### src/rtl/fp_pkg.sv
// Shared constants, flag indices and FSM state encoding for the FP multiply sequencer.
// Optional build macro used by the sequencer: FP_MUL_RNE_EN (round-to-nearest-even).
package fp_pkg;

  localparam int EXP_BIAS = 127;
  localparam int EXP_MAX  = 255;
  localparam int MANT_W   = 24;
  localparam logic [31:0] QNAN = 32'h7FC0_0000;

  // Flags vector is {invalid, overflow, underflow}
  localparam int FLAG_INVALID   = 2;
  localparam int FLAG_OVERFLOW  = 1;
  localparam int FLAG_UNDERFLOW = 0;

  typedef enum logic [2:0] {
    IDLE   = 3'd0,
    UNPACK = 3'd1,
    MUL    = 3'd2,
    NORM   = 3'd3,
    PACK   = 3'd4,
    DONE   = 3'd5
  } state_t;

endpackage

### src/rtl/fp_mul_mant_iter.sv
// Iterative shift-add mantissa multiplier: 48-bit accumulator consuming
// BITS_PER_CYCLE multiplier bits (LSB first) per step.
module fp_mul_mant_iter
  import fp_pkg::*;
#(
  parameter int BITS_PER_CYCLE = 1
) (
  input  logic        clk,
  input  logic        rst_n,
  input  logic        load,
  input  logic        step,
  input  logic [23:0] mant_a,
  input  logic [23:0] mant_b,
  output logic [47:0] product
);

  logic [47:0] acc;
  logic [47:0] mcand;
  logic [23:0] mplier;
  logic [47:0] acc_next;

  always_comb begin
    acc_next = acc;
    for (int i = 0; i < BITS_PER_CYCLE; i++) begin
      if (mplier[i]) acc_next = acc_next + (mcand << i);
    end
  end

  always_ff @(posedge clk or negedge rst_n) begin
    if (!rst_n) begin
      acc    <= '0;
      mcand  <= '0;
      mplier <= '0;
    end else if (load) begin
      acc    <= '0;
      mcand  <= {24'b0, mant_a};
      mplier <= mant_b;
    end else if (step) begin
      acc    <= acc_next;
      mcand  <= mcand << BITS_PER_CYCLE;
      mplier <= mplier >> BITS_PER_CYCLE;
    end
  end

  assign product = acc;

endmodule

### src/rtl/fp_mul_seq.sv
// Multicycle IEEE-754 single-precision multiply sequencer (one operation in flight).
// Build macro FP_MUL_RNE_EN: round-to-nearest-even in PACK; undefined = truncation.
module fp_mul_seq
  import fp_pkg::*;
#(
  parameter int BITS_PER_CYCLE = 1
) (
  input  logic        CLK,
  input  logic        RESET_N,
  input  logic        Start,
  input  logic [31:0] FP_A,
  input  logic [31:0] FP_B,
  output logic        Busy,
  output logic        Done,
  output logic [31:0] Result,
  output logic [2:0]  Flags,
  output state_t      dbg_state
);

  // Handshake: Start is a request taken only while Busy=0 (IDLE); while Busy=1
  // Start is ignored and not queued. Done pulses once with Result/Flags valid.

  localparam int MUL_CYCLES = MANT_W / BITS_PER_CYCLE;
  localparam logic [4:0] MUL_LAST = 5'(MUL_CYCLES - 1);
  localparam logic signed [9:0] EXP_OVF  = 10'(EXP_MAX);
  localparam logic signed [9:0] EXP_BIAS_S = 10'(EXP_BIAS);

  state_t             state;
  logic [31:0]        a_q, b_q;
  logic               sign_q;
  logic signed [9:0]  exp_q;
  logic               special_q;
  logic [31:0]        spec_result_q;
  logic [2:0]         spec_flags_q;
  logic [22:0]        frac_q;
  logic [4:0]         cnt;
  logic [47:0]        product;

  // Operand classification; exponent 0 covers zeros and flushed denormals
  logic a_zero, b_zero, a_inf, b_inf, a_nan, b_nan, sign_ab, is_special;
  logic [31:0] spec_result;
  logic [2:0]  spec_flags;

  assign a_zero  = (a_q[30:23] == 8'h00);
  assign b_zero  = (b_q[30:23] == 8'h00);
  assign a_inf   = (a_q[30:23] == 8'hFF) && (a_q[22:0] == 23'b0);
  assign b_inf   = (b_q[30:23] == 8'hFF) && (b_q[22:0] == 23'b0);
  assign a_nan   = (a_q[30:23] == 8'hFF) && (a_q[22:0] != 23'b0);
  assign b_nan   = (b_q[30:23] == 8'hFF) && (b_q[22:0] != 23'b0);
  assign sign_ab = a_q[31] ^ b_q[31];
  assign is_special = a_zero | b_zero | a_inf | b_inf | a_nan | b_nan;

  always_comb begin
    spec_result = '0;
    spec_flags  = '0;
    if (a_nan || b_nan || (a_inf && b_zero) || (a_zero && b_inf)) begin
      spec_result = QNAN;
      spec_flags[FLAG_INVALID] = 1'b1;
    end else if (a_inf || b_inf) begin
      spec_result = {sign_ab, 8'hFF, 23'b0};
    end else begin
      spec_result = {sign_ab, 31'b0};
    end
  end

  fp_mul_mant_iter #(
    .BITS_PER_CYCLE(BITS_PER_CYCLE)
  ) u_mant (
    .clk     (CLK),
    .rst_n   (RESET_N),
    .load    (state == UNPACK),
    .step    (state == MUL),
    .mant_a  ({1'b1, a_q[22:0]}),
    .mant_b  ({1'b1, b_q[22:0]}),
    .product (product)
  );

  // Normalisation select: product is in [1,4), so at most one bit of shift
  logic [22:0] norm_frac;
  assign norm_frac = product[47] ? product[46:24] : product[45:23];

`ifdef FP_MUL_RNE_EN
  logic guard_q, sticky_q, norm_guard, norm_sticky;
  assign norm_guard  = product[47] ? product[23] : product[22];
  assign norm_sticky = product[47] ? (|product[22:0]) : (|product[21:0]);
`else
  logic unused_low_bits;
  assign unused_low_bits = ^product[22:0];
`endif

  logic [22:0]       frac_r;
  logic signed [9:0] exp_r;
  logic [31:0]       pack_result;
  logic [2:0]        pack_flags;

  always_comb begin
    frac_r = frac_q;
    exp_r  = exp_q;
`ifdef FP_MUL_RNE_EN
    begin
      logic [23:0] frac_sum;
      frac_sum = {1'b0, frac_q} + {23'b0, guard_q & (sticky_q | frac_q[0])};
      frac_r   = frac_sum[22:0];
      if (frac_sum[23]) exp_r = exp_q + 10'sd1;
    end
`endif
    pack_result = '0;
    pack_flags  = '0;
    if (special_q) begin
      pack_result = spec_result_q;
      pack_flags  = spec_flags_q;
    end else if (exp_r >= EXP_OVF) begin
      pack_result = {sign_q, 8'hFF, 23'b0};
      pack_flags[FLAG_OVERFLOW] = 1'b1;
    end else if (exp_r <= 10'sd0) begin
      pack_result = {sign_q, 31'b0};
      pack_flags[FLAG_UNDERFLOW] = 1'b1;
    end else begin
      pack_result = {sign_q, exp_r[7:0], frac_r};
    end
  end

  always_ff @(posedge CLK or negedge RESET_N) begin
    if (!RESET_N) begin
      state         <= IDLE;
      Busy          <= 1'b0;
      Done          <= 1'b0;
      Result        <= '0;
      Flags         <= '0;
      a_q           <= '0;
      b_q           <= '0;
      sign_q        <= 1'b0;
      exp_q         <= '0;
      special_q     <= 1'b0;
      spec_result_q <= '0;
      spec_flags_q  <= '0;
      frac_q        <= '0;
      cnt           <= '0;
`ifdef FP_MUL_RNE_EN
      guard_q       <= 1'b0;
      sticky_q      <= 1'b0;
`endif
    end else begin
      Done <= 1'b0;
      case (state)
        IDLE: begin
          if (Start) begin
            a_q   <= FP_A;
            b_q   <= FP_B;
            Busy  <= 1'b1;
            state <= UNPACK;
          end
        end
        UNPACK: begin
          sign_q        <= sign_ab;
          exp_q         <= $signed({2'b00, a_q[30:23]}) + $signed({2'b00, b_q[30:23]}) - EXP_BIAS_S;
          special_q     <= is_special;
          spec_result_q <= spec_result;
          spec_flags_q  <= spec_flags;
          cnt           <= '0;
          state         <= is_special ? PACK : MUL;
        end
        MUL: begin
          cnt <= cnt + 5'd1;
          if (cnt == MUL_LAST) state <= NORM;
        end
        NORM: begin
          frac_q <= norm_frac;
          if (product[47]) exp_q <= exp_q + 10'sd1;
`ifdef FP_MUL_RNE_EN
          guard_q  <= norm_guard;
          sticky_q <= norm_sticky;
`endif
          state <= PACK;
        end
        PACK: begin
          Result <= pack_result;
          Flags  <= pack_flags;
          Done   <= 1'b1;
          state  <= DONE;
        end
        DONE: begin
          Busy  <= 1'b0;
          state <= IDLE;
        end
        default: begin
          Busy  <= 1'b0;
          state <= IDLE;
        end
      endcase
    end
  end

  assign dbg_state = state;

endmodule
### config.mk
export PLATFORM = sky130hd
export DESIGN_NAME = fp_mul_seq
export DESIGN_NICKNAME = d
export VERILOG_FILES = /design/src/rtl/fp_pkg.sv /design/src/rtl/fp_mul_mant_iter.sv /design/src/rtl/fp_mul_seq.sv
export SDC_FILE = /design/constraint.sdc
export NUM_CORES = 1
export LEC_CHECK = 0
export CAP_MARGIN = 30
export CELL_PAD_IN_SITES_DETAIL_PLACEMENT = 1
export CELL_PAD_IN_SITES_GLOBAL_PLACEMENT = 1
export CORE_ASPECT_RATIO = 0.5
export CORE_MARGIN = 2
export CORE_UTILIZATION = 47
export DETAILED_ROUTE_END_ITERATION = 8
export PLACE_DENSITY_LB_ADDON = 0.1
export RECOVER_POWER = 25
export SYNTH_ARGS = -nofsm -noshare
export SYNTH_HDL_FRONTEND = slang
export SYNTH_HIERARCHICAL = 1
export SYNTH_SLANG_ARGS = --single-unit
### constraint.sdc
create_clock -name CLK -period 4.3 [get_ports CLK]
set_input_delay 0.86 -clock CLK [delete_from_list [all_inputs] [get_ports CLK]]
set_output_delay 0.86 -clock CLK [all_outputs]
set_load 0.005 [all_outputs]
* After elaboration in Yosys (flattened, before gate mapping)
Index checks and enable logic that the tools add are counted.
** Word-level totals
- Input bits :: 67
- Register bits after elaboration :: 297
- Output and inout port bits :: 40
- Logic and storage cells :: 96
** Operators by class
- Bitwise gates (word level) :: 7
- Eq/ne operators :: 10
- Reduce and logical (&&, ||, !) cells :: 26
- Mux-type cells :: 29
- Order comparisons :: 2
- Add/sub/neg operators :: 5
** Operators with widths (count)
- two-way mux 48 bit :: 5
- two-way mux 31 bit :: 3
- two-way mux 32 bit :: 2
- adder 48 bit :: 1
- two-way mux 24 bit :: 2
- logical NOT 23 bit :: 2
- nonzero test 23 bit :: 2
- two-way mux 23 bit :: 1
- one-hot mux 10 bit (2 select lines) :: 1
- equality test 8 bit, second input constant :: 2
- logical NOT 8 bit :: 2
- one-hot mux 3 bit (5 select lines) :: 1
- adder 10 x 2 -> 10 bit, second input constant :: 1
- greater-or-equal comparator 10 x 9 -> 1 bit, second input constant :: 1
- <= comparator 10 x 1 -> 1 bit, second input constant :: 1
- two-way mux 10 bit :: 1
- one-hot mux 5 bit (2 select lines) :: 1
- AND reduction 2 bit :: 5
- subtractor 9 x 7 -> 10 bit, second input constant :: 1
- adder 8 x 8 -> 9 bit :: 1
- two-way mux 3 bit :: 3
- two-way mux 1 bit :: 7
- equality test 3 x 2 -> 1 bit, second input constant :: 2
- logical AND 1 bit :: 6
- other kinds (15) :: 25

* Logic depth before layout (Yosys ltp)
Gate-level depths: netlist of run 1.
- Depth after elaboration :: 8
- Gate-level depth with buffers :: 13
- Depth with buffers taken out :: 13

* By module
Netlist of run 1, hierarchy kept.
** Modules (own cells, without submodules)
- fp_mul_mant_iter :: cells an instance 890, instances 1, area an instance 7852.5 µm², seq. area each 3002.9 µm²
- fp_mul_seq :: cells an instance 562, instances 1, area an instance 6688.9 µm², seq. area each 3678.5 µm²

* Worst setup path after synthesis of run 1
No wires, ideal clock.
- Kind :: register to register
- From :: reg u_mant.acc[0], in the netlist u_mant/product[0]
- To :: reg u_mant.acc[42], in the netlist u_mant/product[42]
- Required time :: 4.175 ns
- Data arrival time :: 3.030 ns
- Path slack :: 1.145 ns
- Cell stages (with the launch flop) :: 14
- Path buffers :: 0
- Clock period less this slack :: 3.155 ns
- Setup time :: 0.125 ns
- Path through :: dfrtp_1 -> ha_1 -> fa_1 -> a21o_1 -> a21oi_4 -> o21ai_2 -> a21o_1 -> or3_4 -> a211o_2 -> a221oi_4 -> o21ai_2 -> a31oi_4 -> or4_2 -> nand3_1
** On the way
- Longest elaborated chain between the ends :: 4
** RTL lines
- start, declared :: line fp_mul_mant_iter.sv:17 : logic [47:0] acc;
- start signal, assigned :: line fp_mul_mant_iter.sv:39 : acc <= acc_next;
- adder 48 bit :: line fp_mul_mant_iter.sv:25 : if (mplier[i]) acc_next = acc_next + (mcand << i);
- two-way mux 48 bit :: line fp_mul_mant_iter.sv:25
- two-way mux 48 bit :: line fp_mul_mant_iter.sv:38 : end else if (step) begin
- two-way mux 48 bit :: line fp_mul_mant_iter.sv:34 : end else if (load) begin
Every way passes these cells. The select of a mux whose other input is x is not followed.
A chain may end at the register's enable or synchronous reset.

* Worst setup path in the final report of run 1
- From :: reg u_mant.mcand[0]
- To :: reg u_mant.acc[42], in the netlist u_mant/product[42]
** On the way
- Longest elaborated chain between the ends :: 4
** RTL lines
- start, declared :: line fp_mul_mant_iter.sv:18 : logic [47:0] mcand;
- start signal, assigned :: line fp_mul_mant_iter.sv:36 : mcand <= {24'b0, mant_a};
- start signal, assigned :: line fp_mul_mant_iter.sv:40 : mcand <= mcand << BITS_PER_CYCLE;
- adder 48 bit :: line fp_mul_mant_iter.sv:25
- two-way mux 48 bit :: line fp_mul_mant_iter.sv:25
- two-way mux 48 bit :: line fp_mul_mant_iter.sv:38
- two-way mux 48 bit :: line fp_mul_mant_iter.sv:34
Every way passes these cells. The select of a mux whose other input is x is not followed.

==> results of run 1 <==
==> cell families after synthesis <==
family / synth area share
buffers and inverters: 0.03794
AOI/OAI and AO/OA: 0.1699
DFF: 0.4595
muxes: 0.1148
other: 0.0002579
and+or+nand+nor: 0.1330
xor gates and xnor gates: 0.02590
adders and majority gates: 0.05868
==> metal layers <==
metal / part of all wire / up-vias
li1: - / 5331
met1: 0.51 / 5584
met2: 0.44 / 159
met3: 0.033 / 39
met4: 0.014 / 0
met5: 0 / -
==> cell usage after synthesis, drive strengths merged, types with 8 or more instances <==
cell	count	area, µm²
a211oi	12	90.09
a21o	36	271.5
a21oi	103	534.3
a22o	23	211.5
a31oi	17	121.4
and3	14	91.34
buf	27	146.4
clkbuf	62	284.0
dfrtp	267	6681
ha	65	813.3
inv	26	97.59
mux2	62	698.2
mux2i	97	970.9
nand2	198	745.7
nand2b	8	50.05
nand3	14	70.07
nand4	27	168.9
nor2	80	300.3
nor3	14	70.07
nor4	13	87.58
o21a	9	67.56
o21ai	125	633.1
o21bai	8	60.06
or4	9	68.82
xnor2	25	219.0
xor2	18	157.7
==> worst max path at each step <==
stage	endpoint	startpoint	cells after the start	slack [ns]
3_3_place_gp	u_mant/product[42]	u_mant/mcand[0]	13	0.91
6_report	u_mant/product[42]	u_mant/mcand[0]	13	0.74
4_1_cts	u_mant/product[42]	u_mant/mcand[0]	13	0.76
5_1_grt	u_mant/product[42]	u_mant/product[0]	13	0.63
2_1_floorplan	u_mant/product[42]	u_mant/product[0]	13	1.15
3_5_place_dp	u_mant/product[42]	u_mant/mcand[0]	13	0.80
==> worst max-delay path, stage by stage, from the launching register on <==
cell,delay (ns)
sky130_fd_sc_hd__dfrtp_1,0.40
sky130_fd_sc_hd__ha_1,0.22
sky130_fd_sc_hd__fa_1,0.41
sky130_fd_sc_hd__a21o_1,0.21
sky130_fd_sc_hd__a21oi_4,0.20
sky130_fd_sc_hd__o21ai_2,0.12
sky130_fd_sc_hd__a21o_1,0.21
sky130_fd_sc_hd__or3_4,0.36
sky130_fd_sc_hd__a211o_2,0.35
sky130_fd_sc_hd__a221oi_4,0.39
sky130_fd_sc_hd__o21ai_2,0.13
sky130_fd_sc_hd__a31oi_4,0.22
sky130_fd_sc_hd__or4_2,0.15
sky130_fd_sc_hd__nand3_1,0.06
==> state kept, by name, indices dropped and copies added (netlist names), 3 cells and up <==
register / flops
u_mant/mcand: 48
u_mant/product: 48
Result: 32
a_q: 32
b_q: 32
u_mant/mplier: 24
frac_q: 23
exp_q: 10
cnt: 5
Flags: 3
dbg_state: 3
spec_result_q: 3
==> where the power goes <==
| group | switching [mW] | internal (mW) | total (mW) |
|---|---|---|---|
| sequential | 0.771 | 3.34 | 4.11 |
| combinational | 2.61 | 2.01 | 4.63 |
| clock | 1.01 | 1.42 | 2.43 |
==> per-stage QoR <==
stage,instances,utilization
4_1_cts,1929,0.5502
5_1_grt,1929,0.5498
2_1_floorplan,1453,-
3_3_place_gp,1881,0.5201
6_report,1929,0.5498
3_5_place_dp,1882,0.5203
==> area by class of cell <==
| type | count | area (µm²) | area share |
|---|---|---|---|
| Multi-Input combinational cell | 1068 | 7321 | 0.4379 |
| Timing Repair Buffer | 121 | 1204 | 0.07200 |
| Sequential cell | 267 | 6681 | 0.3997 |
| Inverter | 27 | 103.9 | 0.006212 |
| Clock buffer | 35 | 755.7 | 0.04521 |
| Tap cell | 399 | 499.2 | 0.02986 |
| Clock inverter | 12 | 152.6 | 0.009131 |
==> flow_summary.ini, run 1 <==
[outcome]
run_status = finished with violations
failing_checks = capacitance limit, slew limit

[global_routing]
grt_use_total = 0.2359
grt_pass1_vias = 11710
grt_max_degree = 96
groute.layer.met1.usage = 0.3493
globalRouteOverflowTotal = 0
grt_first_pass_wirelength_um = 62270
initial_antenna_violation_count = 1
grtUsageMet2 = 0.3777
global_route.usage.met3 = 0.03116
top_usage_layer = met2

[timing]
hold_viol_final = 0
rsz0062_at_grt = no
final.setup.worst_slack_ns = 0.7449
timing.fmax_mhz = 281.3
fin_crit_sh = 0.8268
timing.final.max_slew_violations = 94
finalClockSkew_ns = 0.009591
fin_setup_tns_ns = 0
fin_hold_ws_ns = 0.4848
worst_pin_slew_ns = 2.564
setup_viol = 0
final_period_minus_worst_setup_slack_ns = 3.555
slew_headroom = -0.7091

[critical_path]
crit-reg2reg-capture = u_mant/product[42]
crit-reg2reg-launch = u_mant/mcand[0]
regToRegSetupSlack_ns = 0.74
critical_path.startpoint_type = flip-flop
timing.setup.critical_path_class = flip-flop to flip-flop
timing.critical_path.arrival_ns = 3.98
cp.required_ns = 4.72
critPathMaxFanout = 4
rr_worst_depth = 13
setup.worst_path.end_class = flip-flop

[clocking]
numClockSinks = 267
postCtsResizedCells = 0
cts.clk_slew.worst_paths_ns = 0.07
insertion_delay_ns = 0.54
post-cts-setup-buffer-count = 0
cts_max_path_buffers = 3
tritoncts = built
cts.htree.levels = 1
clockRootBuffer = sky130_fd_sc_hd__clkbuf_16
cts_hold_repair.buffers = 0
numCtsBuffers = 26

[synthesis]
yosysWarnings = 6
dominantRegCellSynth = sky130_fd_sc_hd__dfrtp_1
synth_sequential_area_ratio = 0.4595
fraction_of_synthesis_flops_using_an_asynchronous_set_or_reset_pin = 1.000
synth_enable_flop_cells = 0
netlist_area_pre_place_mm2 = 0.01454
synth.lib_cells_used.distinct = 87
synthesized_area_per_cell_um2 = 10.01
ys_seq_elements = 267
syn_inst = 1452

[routing]
drt-wirelength-per-cell_um = 19.31
dr.first_iter.drc_count = 702
drt_antenna_net_count = 0
drc_errors = 0
vias = 11110
drt_wl_total_um = 37260
detailedRoute.firstPassIterationCount = 5
post_detailed_route_via_to_cell_ratio = 5.761

[hold_path]
min-delay-path-class = flip-flop to flip-flop
hold_depth = 2
min_delay_worst_endpoint = frac_q[2]
hold_path.startpoint = frac_q[2]

[placed_design]
placed_cell_area_mm2 = 0.01582
gp_routability_congestion = 0.8774
place_hpwl_um = 26540
numPortBuffers = 106
place_worst_setup_slack_ns = 0.7964

[floorplanning]
std_cell_rows = 45
effective_utilization_at_floorplan = 0.4783
die_width_um = 252.8
fp.dieArea_mm2 = 0.03245
die_h_um = 128.4
design.core.area_mm2 = 0.03040
floorplan.io_pins = 107

[finish]
commonest_non_fill_non_tap_cells_in_the_layout = 267 x sky130_fd_sc_hd__dfrtp_1, 197 x sky130_fd_sc_hd__nand2_1, 120 x sky130_fd_sc_hd__o21ai_0
layout.cell_area.non_filler_mm2 = 0.01672
mostFrequentLayoutCell = sky130_fd_sc_hd__dfrtp_1
area_growth_syn_to_layout_pct = 14.96
antenna_cells_inserted = 0
drive_above_1_share = 0.1111
layout.filler_cells = 3337
layout.nets = 1645

[pwr]
total_power_mw = 11.17
p_per_area_mw_per_mm2 = 668.2
max_vdd_drop_v = 0.0003495
leakagePower_nw = 7.374

[run]
max_cap_violations = 1
No activity file was read; power rests on OpenSTA's default activity.
==> inputs of run 2 (changes only) <==
--- a/config.mk
+++ b/config.mk
@@ -10,7 +10,7 @@
 export CELL_PAD_IN_SITES_GLOBAL_PLACEMENT = 1
 export CORE_ASPECT_RATIO = 0.5
 export CORE_MARGIN = 2
-export CORE_UTILIZATION = 47
+export CORE_UTILIZATION = 42
 export DETAILED_ROUTE_END_ITERATION = 8
 export PLACE_DENSITY_LB_ADDON = 0.1
 export RECOVER_POWER = 25
==> constraint.sdc (replaced) <==
create_clock -name CLK -period 3.2 [get_ports CLK]
set_input_delay 0.64 -clock CLK [delete_from_list [all_inputs] [get_ports CLK]]
set_output_delay 0.64 -clock CLK [all_outputs]
set_load 0.005 [all_outputs]
==> run 2 against run 1 <==
  * The run ends with slew limit, setup timing left
  * Final area increased by 2.9%
  * Utilization is 4.8 points lower
  * Sequential share of layout area fell by 1.1 points
  * Clock-buffer cell count up 3
  * Die area increased by 12%
  * Critical path depth is the same
  * Largest cell class unchanged
  * Largest power group unchanged
==> flow_summary.ini, run 2 (synthesis gave the netlist of run 1 again) <==
[outcome]
run_status = finished with violations
failing_checks = slew limit, setup timing

[pwr]
net-switching-power_mw = 5.934
total_power_mw = 15.30
cell_internal_pwr_mw = 9.367
switching_share = 0.3878
p_per_area_mw_per_mm2 = 889.2
pwr-share-seq = 0.360
clock_power_share = 0.217
leakagePower_nw = 7.600
comb_power_share = 0.423
max_vdd_drop_v = 0.0004386

[clocking]
insertion_delay_ns = 0.55
numCtsBuffers = 27
cts.clk_slew.worst_paths_ns = 0.07
clockRootBuffer = sky130_fd_sc_hd__clkbuf_16
cts.htree.levels = 1
cts_hold_repair.buffers = 0
cts_max_path_buffers = 3
numClockSinks = 267
tritoncts = built

[floorplanning]
floorplan.io_pins = 107
fp.dieArea_mm2 = 0.03622
die_h_um = 135.6
std_cell_rows = 48
die_width_um = 267.1
effective_utilization_at_floorplan = 0.4240
design.core.area_mm2 = 0.03429

[finish]
commonest_non_fill_non_tap_cells_in_the_layout = 266 x sky130_fd_sc_hd__dfrtp_1, 196 x sky130_fd_sc_hd__nand2_1, 119 x sky130_fd_sc_hd__o21ai_0
mostFrequentLayoutCell = sky130_fd_sc_hd__dfrtp_1
layout.nets = 1682
final_util = 0.5018
area_growth_syn_to_layout_pct = 18.34
fin_cells = 2042
layout.cell_area.non_filler_mm2 = 0.01721
drive_above_1_share = 0.1429
layout.filler_cells = 3736
antenna_cells_inserted = 0

[hold_path]
min-delay-path-class = input pin to asynchronous set/reset pin

[critical_path]
setup.worst_path.end_class = flip-flop
timing.setup.critical_path_class = flip-flop to flip-flop
regToRegSetupSlack_ns = -0.09
critPathMaxFanout = 4
cp_slowest_cell = sky130_fd_sc_hd__dfrtp_1
cp.required_ns = 3.62
critical_path.startpoint_type = flip-flop
slowest_delay_ns = 0.39
rr_worst_depth = 13
timing.critical_path.arrival_ns = 3.72
cpLargestDelayFamily = compound AO/OA/AOI/OAI gates
worst-path-buf-inv = 0
critical_path.cell_chain = ha_2 > fa_2 > a21o_1 > a21oi_4 > o21ai_2 > a21o_1 > or3_4 > a211o_4 > a221oi_4 > o21ai_2 > a31oi_4 > or4_4 > nand3_2
crit-reg2reg-capture = u_mant/product[42]
crit-reg2reg-launch = u_mant/mcand[0]

[routing]
vias = 11180
drt-wirelength-per-cell_um = 18.49
drt_antenna_net_count = 0
drc_errors = 0
detailedRoute.firstPassIterationCount = 4
drt_wl_total_um = 37750
post_detailed_route_via_to_cell_ratio = 5.473
dr.first_iter.drc_count = 626

[placed_design]
dp.cells = 1989
placed_cell_area_mm2 = 0.01620
gp_routability_congestion = 0.8981
numPortBuffers = 106
place_hpwl_um = 27170
place_worst_setup_slack_ns = -0.1511

[global_routing]
grt_first_pass_wirelength_um = 62690
global_route.usage.met3 = 0.03017
grt_max_degree = 83
groute.layer.met1.usage = 0.3166
initial_antenna_violation_count = 0
globalRouteOverflowTotal = 0
top_usage_layer = met2
grt_pass1_vias = 11580
grtUsageMet2 = 0.3328
grt_use_total = 0.2131

[timing]
timing.final.max_slew_violations = 18
final_period_minus_worst_setup_slack_ns = 3.294
final.setup.worst_slack_ns = -0.09418
fin_setup_tns_ns = -0.1759
finalClockSkew_ns = 0.01672
timing.fmax_mhz = 303.6
fin_crit_sh = 1.029
worst_pin_slew_ns = 1.501
slew_headroom = -0.0009193
setup_viol = 3
hold_viol_final = 0
fin_hold_ws_ns = 0.4349
rsz0062_at_grt = yes

[run]
max_cap_violations = 0
==> run 2: cell count changes in the layout (fill, tap and decap cells not counted), sizes merged <==
cell      delta
buf         +34
clkbuf       +5
clkinv       +1
clkinvlp     -3
==> run 2: power groups by stage <==
stage	registers (mW)	clock network [mW]	logic (mW)
3_3_place_gp	5.50	0	6.18
4_1_cts	5.51	3.43	6.50
6_report	5.50	3.33	6.47
3_5_place_dp	5.57	0	6.42
5_1_grt	5.67	3.58	7.28
2_1_floorplan	5.17	0	4.69
==> run 2: worst max path at each step <==
stage / cells after the start / to / start
after global routing: 13 / u_mant/product[42] / u_mant/mcand[0]
after CTS: 13 / u_mant/product[42] / u_mant/product[0]
after global placement: 13 / u_mant/product[42] / u_mant/product[0]
after detailed placement: 13 / u_mant/product[42] / u_mant/product[0]
final: 13 / u_mant/product[42] / u_mant/mcand[0]
after floorplan: 13 / u_mant/product[42] / u_mant/product[0]
==> run 2: what timing repair did <==
item | 4_1_cts | 5_1_grt
gates resized for setup | 6 | 16
buffers inserted | 3 | 2
setup endpoints to repair | 8 | 15
pin swaps | 7 | 9
==> run 2: cell type report <==
type / count / area (µm²) / share of cell area
clock buffers: 38 / 797.0 / 0.04632
clock inverters: 10 / 131.4 / 0.007635
inverters: 27 / 103.9 / 0.006035
multi-input cells: 1068 / 7417 / 0.4310
flip-flops and latches: 267 / 6683 / 0.3884
well taps: 475 / 594.3 / 0.03454
repair buffers: 157 / 1481 / 0.08609
==> run 2: routing by layer <==
metal / wire length [µm] / share of wire / vias to the layer above
met5: 0 / 0 / -
met4: 658 / 0.017 / 0
met3: 1147 / 0.030 / 44
met2: 16680 / 0.44 / 136
met1: 19260 / 0.51 / 5603
li1: - / - / 5393
==> edit (flow settings as in run 2) <==
Add a define of `FP_MUL_RNE_EN`.
--- a/src/rtl/fp_mul_seq.sv
+++ b/src/rtl/fp_mul_seq.sv
@@ -2,2 +2,4 @@
 // Build macro FP_MUL_RNE_EN: round-to-nearest-even in PACK; undefined = truncation.
+`define FP_MUL_RNE_EN
+
 module fp_mul_seq
Check against the original RTL: no difference found for any inputs over 10 cycles, from zero or initial values and one cycle with RESET_N low; that may be too few to reach the edited logic, so the function may still have changed.
==> edit against run 2 <==
  * Cell area up 7.0%
  * Area after synthesis is 7.5% higher
  * Sequential power increased by 3%
  * Clock power rose by 2%
  * Routed wire length up 16%
  * The flow finishes with violations (max-capacitance violations, max-slew violations, negative setup slack)
  * Core utilization up 0.54 points
  * Total power up 3.0%
  * Sequential cell count increased by 2
  * Setup slack lost 16 ps
==> edit: results (changes against run 2) <==
stage	metric	value	unit	change
status	status	complete, but fails checks		
status	violated checks	max-capacitance violations, max-slew violations, negative setup slack		
place	pre-CTS WS	-227	ps	-76.2 ps
sta	# setup viols final	7		+4
global_routing	initial antenna violation count	1		+1
detailed_routing	first-pass detailed-route iteration total	5		+1
detailed_routing	vias per cell	5.58		+1.9%
sta	final worst slack	-110	ps	-16.3 ps
finish	Nets	1874		+11%
yosys	Unique masters post-synth	87		unchanged
critical_path	Arr. time, crit path	3760	ps	+40 ps
global_routing	vias in the first global route	13100		+13%
cts	clock slew at reported path FFs	70	ps	about the same
cts	clk buf depth	3		unchanged
place	placer congestion estimate	0.885		-1.4%
min_path	worst min path class	in2async		
place	Final HPWL DP	31.7	mm	+17%
yosys	Commonest cells post-synth	dfrtp_1, nand2_1, o21ai_0		
sta	Setup TNS	-525	ps	-349 ps
flow_run	maxcap violations	1		+1
sta	Least-Margin Pin Slew	1710	ps	+212 ps
power	Leakage	8.05	nW	+5.9%
finish	layout cell share with drive strength beyond 1	14.5	%	+0.23 points
yosys	Synth Warn #	6		unchanged
cts	Clock Latency Late Sink	560	ps	
global_routing	Tot GR Track Use	22.5	%	+1.2 points
power	worst-case vdd ir drop	0.430	mV	-1.9%
sta	fin. max-slew vios	64		+46
detailed_routing	wire length per cell	19.5	um	+5.6%
detailed_routing	DRT iter0 DRCs	620		-0.96%
yosys	asr flop ratio synth	100	%	unchanged
cts	H-Tree Depth	1		unchanged
power	switching power total	6.23	mW	+5.0%
sta	Setup Skew	12.2	ps	-4.48 ps
sta	Min Hold Slack	476	ps	+41.0 ps
yosys	top cells by area, synth	dfrtp_1, mux2i_1, nand2_1		
finish	diodes inserted	0		unchanged
place	IO buf count	106		unchanged
cts	Root Buffer	clkbuf_16		
critical_path	Reg2Reg Setup Slack	-110	ps	-20 ps
critical_path	CP Max Fanout	4		unchanged
yosys	prevailing post-synth register cell	dfrtp_1		
global_routing	largest net degree at the start of global routing	123		+48%
global_routing	first-pass GRT wire length	71.5	mm	+14%
yosys	register area share after synthesis	43.1	%	-2.9 points
cts	cts bufs inserted	27		unchanged
-- edit: critical path, stage by stage (launching register included) --
cell      delay, ps
dfrtp_1         390
ha_2            200
fa_2            360
a21o_1          200
a21oi_4         180
o21ai_2          80
a21o_1          190
or3_4           360
a211o_4         360
a221oi_4        310
o21ai_2         130
a31oi_4         230
or4_4           150
nand3_2          50
-- edit: cell families (layout without fill, tap and decap cells) --
| family | count (synthesis) | after routing | share of synthesized area [%] |
|---|---|---|---|
| xor+xnor | 80 | 80 | 4.48 |
| mux | 164 | 164 | 11.0 |
| other cells | 1 | 2 | 0.0240 |
| simple gates | 528 | 528 | 16.0 |
| compound gates | 390 | 390 | 15.7 |
| fa+ha+maj | 68 | 68 | 5.54 |
| buf+inv | 132 | 255 | 4.13 |
| flops | 269 | 269 | 43.1 |
-- edit: per-layer routing --
metal,vias to the layer above,part of all wire (%),track usage [%],routed length [um]
met3,43,3.2,2.64,1410
met2,182,45,36.1,19700
met5,-,0,0,0
li1,6021,-,-,-
met1,6245,50,33.0,22000
met4,0,1.4,4.00,622
-- edit: layout make-up --
| cell class | count | area, sq um |
|---|---|---|
| clock buffers | 33 | 748 |
| clock inverters | 13 | 175 |
| fillers | 4052 | 17900 |
| inverters | 32 | 120 |
| multi-input cells | 1232 | 8370 |
| flip-flops and latches | 269 | 6730 |
| well taps | 484 | 606 |
| repair buffers | 177 | 1650 |
-- edit: final timing paths --
kind                                 start                  to  cells past startpoint
hold reg to reg                 Result[21]          Result[21]                      2
setup reg to reg           u_mant/mcand[0]  u_mant/product[42]                     13
hold / removal                     RESET_N           Result[8]                      1
setup / recovery           u_mant/mcand[0]  u_mant/product[42]                     13
min in group CLK                Result[21]          Result[21]                      2
max in group asynchronous          RESET_N             a_q[17]                      2
-- edit: power groups by stage --
| stage | clock [mW] | sequential, mW | combinational, mW |
|---|---|---|---|
| finish | 3.38 | 5.68 | 6.70 |
| global route | 3.62 | 5.84 | 7.48 |
| CTS | 3.48 | 5.68 | 6.73 |
| detailed placement | 0 | 5.73 | 6.62 |
| floorplan | 0 | 5.24 | 4.92 |
| global placement | 0 | 5.65 | 6.39 |
-- edit: repair_timing --
item	4_1_cts	5_1_grt
endpoints found under the hold margin	0	0
pin swaps	7	12
buffers inserted	9	4
endpoints found under the setup margin	9	18
gates cloned	0	0
gates resized for setup	7	22
-- edit: metrics by stage --
step | std cells | instance area [sq um] | utilization, % | power (mW)
after floorplan | 1633 | 15600 | - | 10.2
after global placement | 2180 | 17300 | 47.7 | 12.0
after detailed placement | 2181 | 17300 | 47.7 | 12.3
after CTS | 2236 | 18300 | 50.6 | 15.9
after global routing | 2240 | 18400 | 50.7 | 16.9
final | 2240 | 18400 | 50.7 | 15.8
